==> config.mk <==
export PLATFORM = sky130hd
export DESIGN_NAME = snitch_icache_l0_refill_arb
export DESIGN_NICKNAME = d
export VERILOG_FILES = /design/src/rtl/snitch_icache_l0_refill_arb.sv
export SDC_FILE = /design/constraint.sdc
export NUM_CORES = 1
export LEC_CHECK = 0
export ABC_AREA = 0
export CORE_AREA = 2 2 194 196
export CTS_CLUSTER_SIZE = 16
export DETAILED_ROUTE_END_ITERATION = 8
export DIE_AREA = 0 0 196 198
export GPL_TIMING_DRIVEN = 0
export SKIP_LAST_GASP = 1
export SYNTH_ARGS = -nofsm -noshare
export SYNTH_HDL_FRONTEND = slang
export SYNTH_SLANG_ARGS = --single-unit
==> constraint.sdc <==
create_clock -name clk_i -period 7.41 [get_ports clk_i]
set_input_delay 1.1115 -clock clk_i [delete_from_list [all_inputs] [get_ports clk_i]]
set_output_delay 1.1115 -clock clk_i [all_outputs]
set_load 0.02 [all_outputs]
==> src/rtl/snitch_icache_l0_refill_arb.sv <==
// snitch_icache_l0_refill_arb: round-robin arbiter of L0 refill requests onto one L1 port, with response fan-out.
// Define SNITCH_ICACHE_ARB_PREFETCH_LOW_PRIO_EN to make demand refills win over prefetches.
module snitch_icache_l0_refill_arb #(
    parameter int unsigned NR_PORTS    = 4,
    parameter int unsigned FETCH_AW    = 32,
    parameter int unsigned LINE_WIDTH  = 128,
    parameter int unsigned ID_WIDTH    = 2 * NR_PORTS,
    parameter int unsigned MAX_PENDING = 2
) (
    input  logic                               clk_i,
    input  logic                               rst_ni,
    input  logic [NR_PORTS-1:0][FETCH_AW-1:0]  in_req_addr_i,
    input  logic [NR_PORTS-1:0][ID_WIDTH-1:0]  in_req_id_i,
    input  logic [NR_PORTS-1:0]                in_req_valid_i,
    output logic [NR_PORTS-1:0]                in_req_ready_o,
    output logic [FETCH_AW-1:0]                out_req_addr_o,
    output logic [ID_WIDTH-1:0]                out_req_id_o,
    output logic                               out_req_valid_o,
    input  logic                               out_req_ready_i,
    input  logic [LINE_WIDTH-1:0]              out_rsp_data_i,
    input  logic                               out_rsp_error_i,
    input  logic [ID_WIDTH-1:0]                out_rsp_id_i,
    input  logic                               out_rsp_valid_i,
    output logic                               out_rsp_ready_o,
    output logic [LINE_WIDTH-1:0]              in_rsp_data_o,
    output logic                               in_rsp_error_o,
    output logic [ID_WIDTH-1:0]                in_rsp_id_o,
    output logic [NR_PORTS-1:0]                in_rsp_valid_o,
    input  logic [NR_PORTS-1:0]                in_rsp_ready_i,
    output logic                               unmapped_rsp_o
);
    localparam int unsigned RW = NR_PORTS > 1 ? $clog2(NR_PORTS) : 1;
    localparam int unsigned PW = $clog2(MAX_PENDING + 1);

    logic [RW-1:0]                rr_q, gnt_idx, idx;
    logic [NR_PORTS-1:0][PW-1:0]  pending_q;
    logic [NR_PORTS-1:0]          elig, cand, addressed, inc, dec;
    logic                         gnt_valid, load, rsp_fire;
`ifdef SNITCH_ICACHE_ARB_PREFETCH_LOW_PRIO_EN
    logic [NR_PORTS-1:0]          demand;
`endif

    always_comb begin
        elig      = '0;
        addressed = '0;
        for (int unsigned p = 0; p < NR_PORTS; p++) begin
            elig[p]      = in_req_valid_i[p] && (pending_q[p] < PW'(MAX_PENDING));
            addressed[p] = |out_rsp_id_i[2*p +: 2];
        end
    end

`ifdef SNITCH_ICACHE_ARB_PREFETCH_LOW_PRIO_EN
    // Demand refills form their own class; prefetches only compete when no demand is eligible.
    always_comb begin
        demand = '0;
        for (int unsigned p = 0; p < NR_PORTS; p++) begin
            for (int unsigned b = 0; b < ID_WIDTH; b += 2) demand[p] = demand[p] | in_req_id_i[p][b];
        end
        cand = |(elig & demand) ? (elig & demand) : elig;
    end
`else
    assign cand = elig;
`endif

    always_comb begin
        gnt_valid = 1'b0;
        gnt_idx   = '0;
        idx       = '0;
        for (int unsigned i = 0; i < NR_PORTS; i++) begin
            idx = RW'((rr_q + i) % NR_PORTS);
            if (cand[idx] && !gnt_valid) begin
                gnt_valid = 1'b1;
                gnt_idx   = idx;
            end
        end
    end

    assign load     = gnt_valid && (!out_req_valid_o || out_req_ready_i);
    assign rsp_fire = out_rsp_valid_i && out_rsp_ready_o;

    always_comb begin
        in_req_ready_o = '0;
        inc            = '0;
        dec            = '0;
        if (load) in_req_ready_o[gnt_idx] = 1'b1;
        for (int unsigned p = 0; p < NR_PORTS; p++) begin
            inc[p] = load && (gnt_idx == RW'(p));
            // Counters were cleared by reset for refills still in flight; ignore their late responses.
            dec[p] = rsp_fire && addressed[p] && (pending_q[p] != '0);
        end
    end

    always_ff @(posedge clk_i) begin
        if (!rst_ni) begin
            out_req_valid_o <= 1'b0;
            rr_q            <= '0;
            pending_q       <= '0;
        end else begin
            if (load) begin
                out_req_valid_o <= 1'b1;
                rr_q            <= (gnt_idx == RW'(NR_PORTS - 1)) ? '0 : gnt_idx + 1'b1;
            end else if (out_req_ready_i) begin
                out_req_valid_o <= 1'b0;
            end
            for (int unsigned p = 0; p < NR_PORTS; p++)
                pending_q[p] <= pending_q[p] + PW'(inc[p]) - PW'(dec[p]);
        end
    end

    always_ff @(posedge clk_i) begin
        if (load) begin
            out_req_addr_o <= in_req_addr_i[gnt_idx];
            out_req_id_o   <= in_req_id_i[gnt_idx];
        end
    end

    assign out_rsp_ready_o = &(in_rsp_ready_i | ~addressed);
    assign unmapped_rsp_o  = out_rsp_valid_i && !(|addressed);
    assign in_rsp_valid_o  = {NR_PORTS{out_rsp_valid_i}} & addressed;
    assign in_rsp_data_o   = out_rsp_data_i;
    assign in_rsp_error_o  = out_rsp_error_i;
    assign in_rsp_id_o     = out_rsp_id_i;

    assert property (@(posedge clk_i) disable iff (!rst_ni) $onehot0(in_req_ready_o));
    assert property (@(posedge clk_i) disable iff (!rst_ni)
        out_req_valid_o && !out_req_ready_i |=> out_req_valid_o && $stable(out_req_addr_o) && $stable(out_req_id_o));

    for (genvar p = 0; p < NR_PORTS; p++) begin : g_chk
        assert property (@(posedge clk_i) disable iff (!rst_ni) pending_q[p] <= PW'(MAX_PENDING));
        assert property (@(posedge clk_i) disable iff (!rst_ni)
            in_req_valid_i[p] |-> (in_req_id_i[p] & ~(ID_WIDTH'(3) << (2 * p))) == '0);
    end
endmodule

======== Word level (Yosys, flattened, before mapping) ========
Index checks and enable logic that the tools add are counted.
cells by class
  $add $sub $neg .......................... 12
  equal/unequal tests ..................... 3
  shift-type cells ........................ 0
  divide/modulo/power cells ............... 0
  bitwise logic cells ..................... 3
  reductions and logical operators ........ 41
  order comparisons ....................... 10
  mux-type cells .......................... 26
  $mul .................................... 0
operators by type and width
  kind                 count
  $bmux 32 s2          1
  $mux 32              1
  $logic_and 1x1->1    23
  $bmux 8 s2           1
  $lt 2x3->1 const B   5
  $mux 1               11
  $mux 2               5
  $reduce_bool 2->1    5
  $add 2x1->2          4
  $bmux 1 s2           4
  $lt 2x2->1 const B   4
  $mux 8               1
  $reduce_or 2->1      4
  $reduce_or 8->1      1
  $sub 2x1->2          4
  $logic_not 1->1      5
  $add 2x1->2 const B  2
  $add 2x2->2 const B  2
  $and 4x4->4          1
  $eq 2x2->1 const B   2
  $mux 4               1
  $not 4->4            1
  $or 4x4->4           1
  $reduce_and 4->1     1
  other kinds (5)      5
storage, ports and cells
  register bits ........................... 51
  memory bits (writable) .................. 0
  bits of input ports ..................... 309
  memories ................................ 0
  output and inout bits ................... 188
  bits in read-only memories .............. 0
  bits in latches ......................... 0
  logic and storage cells ................. 103

======== Logic depth before layout (Yosys ltp) ========
Gate-level depths: netlist of the first run.
  depth in word-level cells ............... 19
  depth in mapped cells ................... 13
  mapped depth without buffers ............ 11

======== Worst setup path after synthesis of the first run ========
No wires, ideal clock.
  kind .................................... input port to output port
  start ................................... in in_req_valid_i[3]
  end ..................................... out in_req_ready_o[2]
  setup slack ............................. 3.229 ns
  required time ........................... 6.298 ns
  data arrival time ....................... 3.069 ns
  path buffers ............................ 0
  stages on the path ...................... 5
  cells stage by stage .................... nor2b_2 -> nor4_4 -> nor2_2 -> nand3_1 -> inv_2
on the way
  elaborated cells on any way between the ends .. 30
  classes of those cells .................. 2 x order compare; 19 x mux; 9 x reduce/logical
RTL lines
  item                          line  source
  start: declaration            14    input logic [NR_PORTS-1:0] in_req_valid_i,
  $logic_and 1x1->1 (*)         47    elig[p] = in_req_valid_i[p] && (pending_q[p] < PW'(MAX_PENDING));
  $bmux 1 s2                    71    if (cand[idx] && !gnt_valid) begin
  $mux 1 (not written as such)  71
  $mux 1                        71
  $logic_not 1->1               71
  $logic_and 1x1->1             71
  $mux 1                        71
  $logic_not 1->1               71
  $logic_and 1x1->1             71
  $mux 1                        71
  $logic_not 1->1               71
  $logic_and 1x1->1             71
  $mux 1 (*)                    71
  $logic_and 1x1->1 (*)         78    assign load = gnt_valid && (!out_req_valid_o || out_req_ready_i);
  via load                      38    logic gnt_valid, load, rsp_fire;
  $mux 4 (*)                    85    if (load) in_req_ready_o[gnt_idx] = 1'b1;
  end: declaration              15    output logic [NR_PORTS-1:0] in_req_ready_o,
The timed path passes the listed nets; every way through them passes the cells marked *. The select of a mux whose other input is x is not followed.

======== Worst setup path in the final report of the first run ========
  start ................................... in in_req_valid_i[0]
  end ..................................... out in_req_ready_o[2]
The elaborated chain is that of the path after synthesis.

==> metrics.txt, run 1 <==
# TYPE chip_impl_metric gauge
chip_impl_info{name="run_status",value="finished clean"} 1
chip_impl_metric{name="dieArea",unit="mm^2"} 0.0388
chip_impl_metric{name="power_per_unit_of_standard_cell_area",unit="mW/mm^2"} 188
chip_impl_metric{name="cts_made_buffers",unit=""} 5
chip_impl_metric{name="postSynthNetCount",unit=""} 727
chip_impl_info{name="synth_top_area_cell",value="sky130_fd_sc_hd__edfxtp_1"} 1
chip_impl_metric{name="worstPathArrival",unit="ps"} 3640
chip_impl_metric{name="avgSynthCellArea",unit="um^2"} 10.9
chip_impl_metric{name="synth_seq_area_share",unit="%"} 31.8
chip_impl_metric{name="ff2ff_setup_slack",unit="ps"} 4670
chip_impl_metric{name="hold_violations",unit=""} 0
chip_impl_metric{name="drt_first_iter_violations",unit=""} 88
chip_impl_metric{name="cts_setup_buffers",unit=""} 0
chip_impl_metric{name="floorplan.initialDensity",unit="%"} 12.1
chip_impl_metric{name="setup_viol",unit=""} 0
chip_impl_metric{name="fp.coreArea",unit="mm^2"} 0.0370
chip_impl_metric{name="grt_overflow",unit=""} 0
chip_impl_info{name="setup_repair_after_global_routing_missed_its_margin",value="no"} 1
chip_impl_metric{name="gpl.final_weighted_congestion",unit=""} 0.920
chip_impl_metric{name="core.rowCount",unit=""} 71
chip_impl_metric{name="post_synth_instance_area",unit="mm^2"} 0.00446
chip_impl_metric{name="drt-vias-per-instance",unit=""} 3.39
chip_impl_metric{name="final_min_period_over_clock_period",unit="%"} 64.1
chip_impl_metric{name="drt-pass1-iter-count",unit=""} 4
chip_impl_metric{name="timing.critical_path.required",unit="ps"} 6300
chip_impl_metric{name="numClockSinks",unit=""} 51
chip_impl_info{name="synthFlopType",value="sky130_fd_sc_hd__edfxtp_1"} 1
chip_impl_info{name="clockRootBuffer",value="sky130_fd_sc_hd__clkbuf_16"} 1
chip_impl_info{name="critPathLaunchType",value="input port"} 1
chip_impl_metric{name="worstPathMaxFanout",unit=""} 24
chip_impl_metric{name="critical_path.max_stage_delay",unit="ps"} 690
chip_impl_metric{name="pin_count",unit=""} 497
chip_impl_metric{name="ys_warn_count",unit=""} 0
chip_impl_info{name="synth_most_common_cell",value="sky130_fd_sc_hd__buf_4"} 1
chip_impl_info{name="cts_tree",value="yes"} 1
chip_impl_metric{name="dp_hpwl",unit="mm"} 17.2
chip_impl_info{name="synth.top_cells.by_area",value="sky130_fd_sc_hd__edfxtp_1 27%, sky130_fd_sc_hd__mux2i_1 27%, sky130_fd_sc_hd__buf_4 24%"} 1
chip_impl_info{name="worst_path_max_delay_cell",value="sky130_fd_sc_hd__nor2_4"} 1
chip_impl_metric{name="clk_path_buf_depth",unit=""} 2
chip_impl_metric{name="syn_to_final_growth",unit="%"} 99.7
chip_impl_metric{name="final-max-slew-violation-count",unit=""} 0
chip_impl_metric{name="totalNegativeSetupSlack",unit="ps"} 0
chip_impl_metric{name="maximum_number_of_pins_on_one_net_before_global_route_repair",unit=""} 25
chip_impl_metric{name="layout.nets",unit=""} 1102
chip_impl_metric{name="layout-drive-gt1-share",unit="%"} 22.3
chip_impl_metric{name="fin_worst_skew",unit="ps"} 5.82
chip_impl_metric{name="worst_setup_hold_path_clk_slew",unit="ps"} 70
chip_impl_metric{name="port_buffers",unit=""} 367
chip_impl_metric{name="place.detailed.instances",unit=""} 1252
chip_impl_info{name="critical_path.most_common_cell",value="sky130_fd_sc_hd__clkdlybuf4s50_1"} 1
chip_impl_metric{name="max_cap_viol_count",unit=""} 0
chip_impl_metric{name="maxSlewHeadroom",unit="%"} 42.6
chip_impl_metric{name="synth_async_sr_flop_share",unit="%"} 0
chip_impl_metric{name="cts_hold_buf",unit=""} 0
chip_impl_info{name="worstReg2RegStart",value="pending_q[7]$_SDFF_PN0_"} 1
chip_impl_metric{name="detail_route.wl_per_cell",unit="um"} 15.9
chip_impl_metric{name="first_global_vias",unit=""} 4579
chip_impl_metric{name="detail-route-antenna-nets",unit=""} 0
chip_impl_metric{name="ctsResizeCount",unit=""} 0
chip_impl_info{name="cp-startpoint",value="in_req_valid_i[0]"} 1
chip_impl_metric{name="yosys.area.top_type_share",unit="%"} 26.9
chip_impl_metric{name="detail_route.wirelength",unit="mm"} 20.1
chip_impl_metric{name="finalNonFillerCells",unit=""} 1261
chip_impl_info{name="crit_path_end_kind",value="output port"} 1
chip_impl_metric{name="antenna_found_initial",unit=""} 3
chip_impl_info{name="path_category_of_the_worst_min_delay_check",value="flip-flop to flip-flop"} 1
chip_impl_info{name="min_from",value="out_req_valid_o$_SDFFE_PN0P_"} 1
chip_impl_metric{name="syn_inst",unit=""} 410
chip_impl_metric{name="fp.dieH",unit="um"} 198
chip_impl_info{name="synthTopCellsByCount",value="140 x sky130_fd_sc_hd__buf_4, 120 x sky130_fd_sc_hd__mux2i_1, 40 x sky130_fd_sc_hd__edfxtp_1, 15 x sky130_fd_sc_hd__nor2_1, 11 x sky130_fd_sc_hd__dfxtp_1"} 1
chip_impl_metric{name="grt_pass1_wl",unit="mm"} 27.8
chip_impl_metric{name="ir_worst_vdd",unit="mV"} 0.0765
chip_impl_metric{name="synth.distinct_cells",unit=""} 39
chip_impl_metric{name="die_w",unit="um"} 196
chip_impl_info{name="cp_cell_sequence",value="clkdlybuf4s50_1 -> nor2b_2 -> nor4_4 -> nor2_4 -> nand3_1 -> inv_2 -> clkdlybuf4s50_1"} 1
chip_impl_metric{name="timing.hold.ws",unit="ps"} 497
chip_impl_metric{name="insertion_delay",unit="ps"} 310
chip_impl_metric{name="fin_crit",unit="ps"} 4750
chip_impl_metric{name="cts_max_level",unit=""} 2
chip_impl_metric{name="synth_edf_count",unit=""} 40
chip_impl_metric{name="detailroute.via_count",unit=""} 4279
chip_impl_metric{name="total_routing_usage_reported_by_global_routing",unit="%"} 9.83
chip_impl_metric{name="clock.fmax",unit="GHz"} 0.210
chip_impl_metric{name="power.leakage",unit="nW"} 3.82
chip_impl_metric{name="synth_register_bits",unit=""} 51
chip_impl_metric{name="worst-slew-pin-transition",unit="ps"} 858
chip_impl_metric{name="route.detailed.drc",unit=""} 0
chip_impl_info{name="timing_worst_setup_path_type",value="input port to output port"} 1
==> placed cells by master (no fill, tap or decap), types with 3 or more instances in the layout <==
cell type / Yosys / layout
sky130_fd_sc_hd__clkdlybuf4s50_1: 0 / 367
sky130_fd_sc_hd__buf_4: 140 / 140
sky130_fd_sc_hd__nor2_1: 15 / 15
sky130_fd_sc_hd__nor3_1: 4 / 4
sky130_fd_sc_hd__inv_1: 6 / 6
sky130_fd_sc_hd__clkbuf_16: 0 / 6
sky130_fd_sc_hd__nor2b_2: 4 / 4
sky130_fd_sc_hd__buf_12: 6 / 7
sky130_fd_sc_hd__clkbuf_4: 3 / 3
sky130_fd_sc_hd__nand2b_1: 3 / 3
sky130_fd_sc_hd__mux2i_1: 120 / 120
sky130_fd_sc_hd__clkbuf_1: 1 / 3
sky130_fd_sc_hd__and2_1: 9 / 9
sky130_fd_sc_hd__ha_1: 8 / 8
sky130_fd_sc_hd__dfxtp_1: 11 / 11
sky130_fd_sc_hd__edfxtp_1: 40 / 40
sky130_fd_sc_hd__xnor2_1: 8 / 8
==> stage by stage <==
step | area (um^2) | util (%) | worst slack (ps) | power (W)
2_1_floorplan | 4460 | - | 3230 | 0.00101
3_3_place_gp | 8730 | 23.6 | 1150 | 0.00144
3_5_place_dp | 8750 | 23.7 | 2560 | 0.00145
4_1_cts | 8910 | 24.1 | 2560 | 0.00173
5_1_grt | 8910 | 24.1 | 2460 | 0.00178
6_report | 8910 | 24.1 | 2660 | 0.00168
==> power breakdown <==
| part | internal, W | total, W | switching, W |
|---|---|---|---|
| sequential | 0.000412 | 0.000440 | 0.0000279 |
| combinational | 0.000521 | 0.000975 | 0.000454 |
| clock | 0.000147 | 0.000263 | 0.000117 |
| total | 0.00108 | 0.00168 | 0.000598 |
==> final cells by class <==
type | instances | area, um^2
fillers | 3979 | 28000
repair buffers | 368 | 3690
multi-input cells | 199 | 1800
flip-flops and latches | 51 | 1420
plain buffers | 152 | 1210
well taps | 474 | 593
clock buffers | 8 | 158
inverters | 8 | 30.0
diodes | 1 | 2.50
==> flip-flops by register name, summed over array words and instances, names as in the netlist <==
register,cells
out_req_addr_o,32
rr_q,2
out_req_id_o,8
pending_q,8
out_req_valid_o,1
==> critical path, delay by kind of cell <==
family,cells,cell delay (ps)
and+or+nand+nor,4,1280
buffers and inverters,3,1240
==> kinds of logic (layout without fill, tap and decap cells) <==
group,Yosys count,in the layout,share of synthesized area [%]
mux,120,120,26.9
simple gates,51,51,7.35
xor+xnor,9,9,1.77
other cells,0,1,0
flops,51,51,31.8
fa+ha+maj,8,8,2.24
buf+inv,160,536,27.9
compound gates,11,11,2.02
==> path summary, 6_finish.rpt <==
check                                               endpoint  cells after the start
worst max register to register       pending_q[5]$_SDFF_PN0_                     10
worst min-delay path            out_req_valid_o$_SDFFE_PN0P_                      2
worst max-delay path                       in_req_ready_o[2]                      7
worst min register to register  out_req_valid_o$_SDFFE_PN0P_                      2
==> routing by layer <==
metal	vias to the layer above	global-route usage, %	part of all wire (%)
li1	2036	-	-
met1	1951	9.93	35
met2	271	19.1	53
met3	17	3.20	9.1
met4	4	2.95	1.8
met5	-	0	0.12
Power figures use the tool's default switching activity.
==> run 2, diff against run 1 <==
Clock period 7.41 ns to 3.9 ns, I/O delays scaled along.
==> results of run 2 <==
Same layout as run 1 (identical final DEF). Status: finished clean.
Among the figures that moved: setup slack after placement 2560 ps -> 104 ps; setup slack after layout 2660 ps -> 202 ps; register-to-register setup slack 4670 ps -> 1160 ps; total power 0.00168 W -> 0.00319 W; worst IR drop on VDD 0.0765 mV -> 0.145 mV
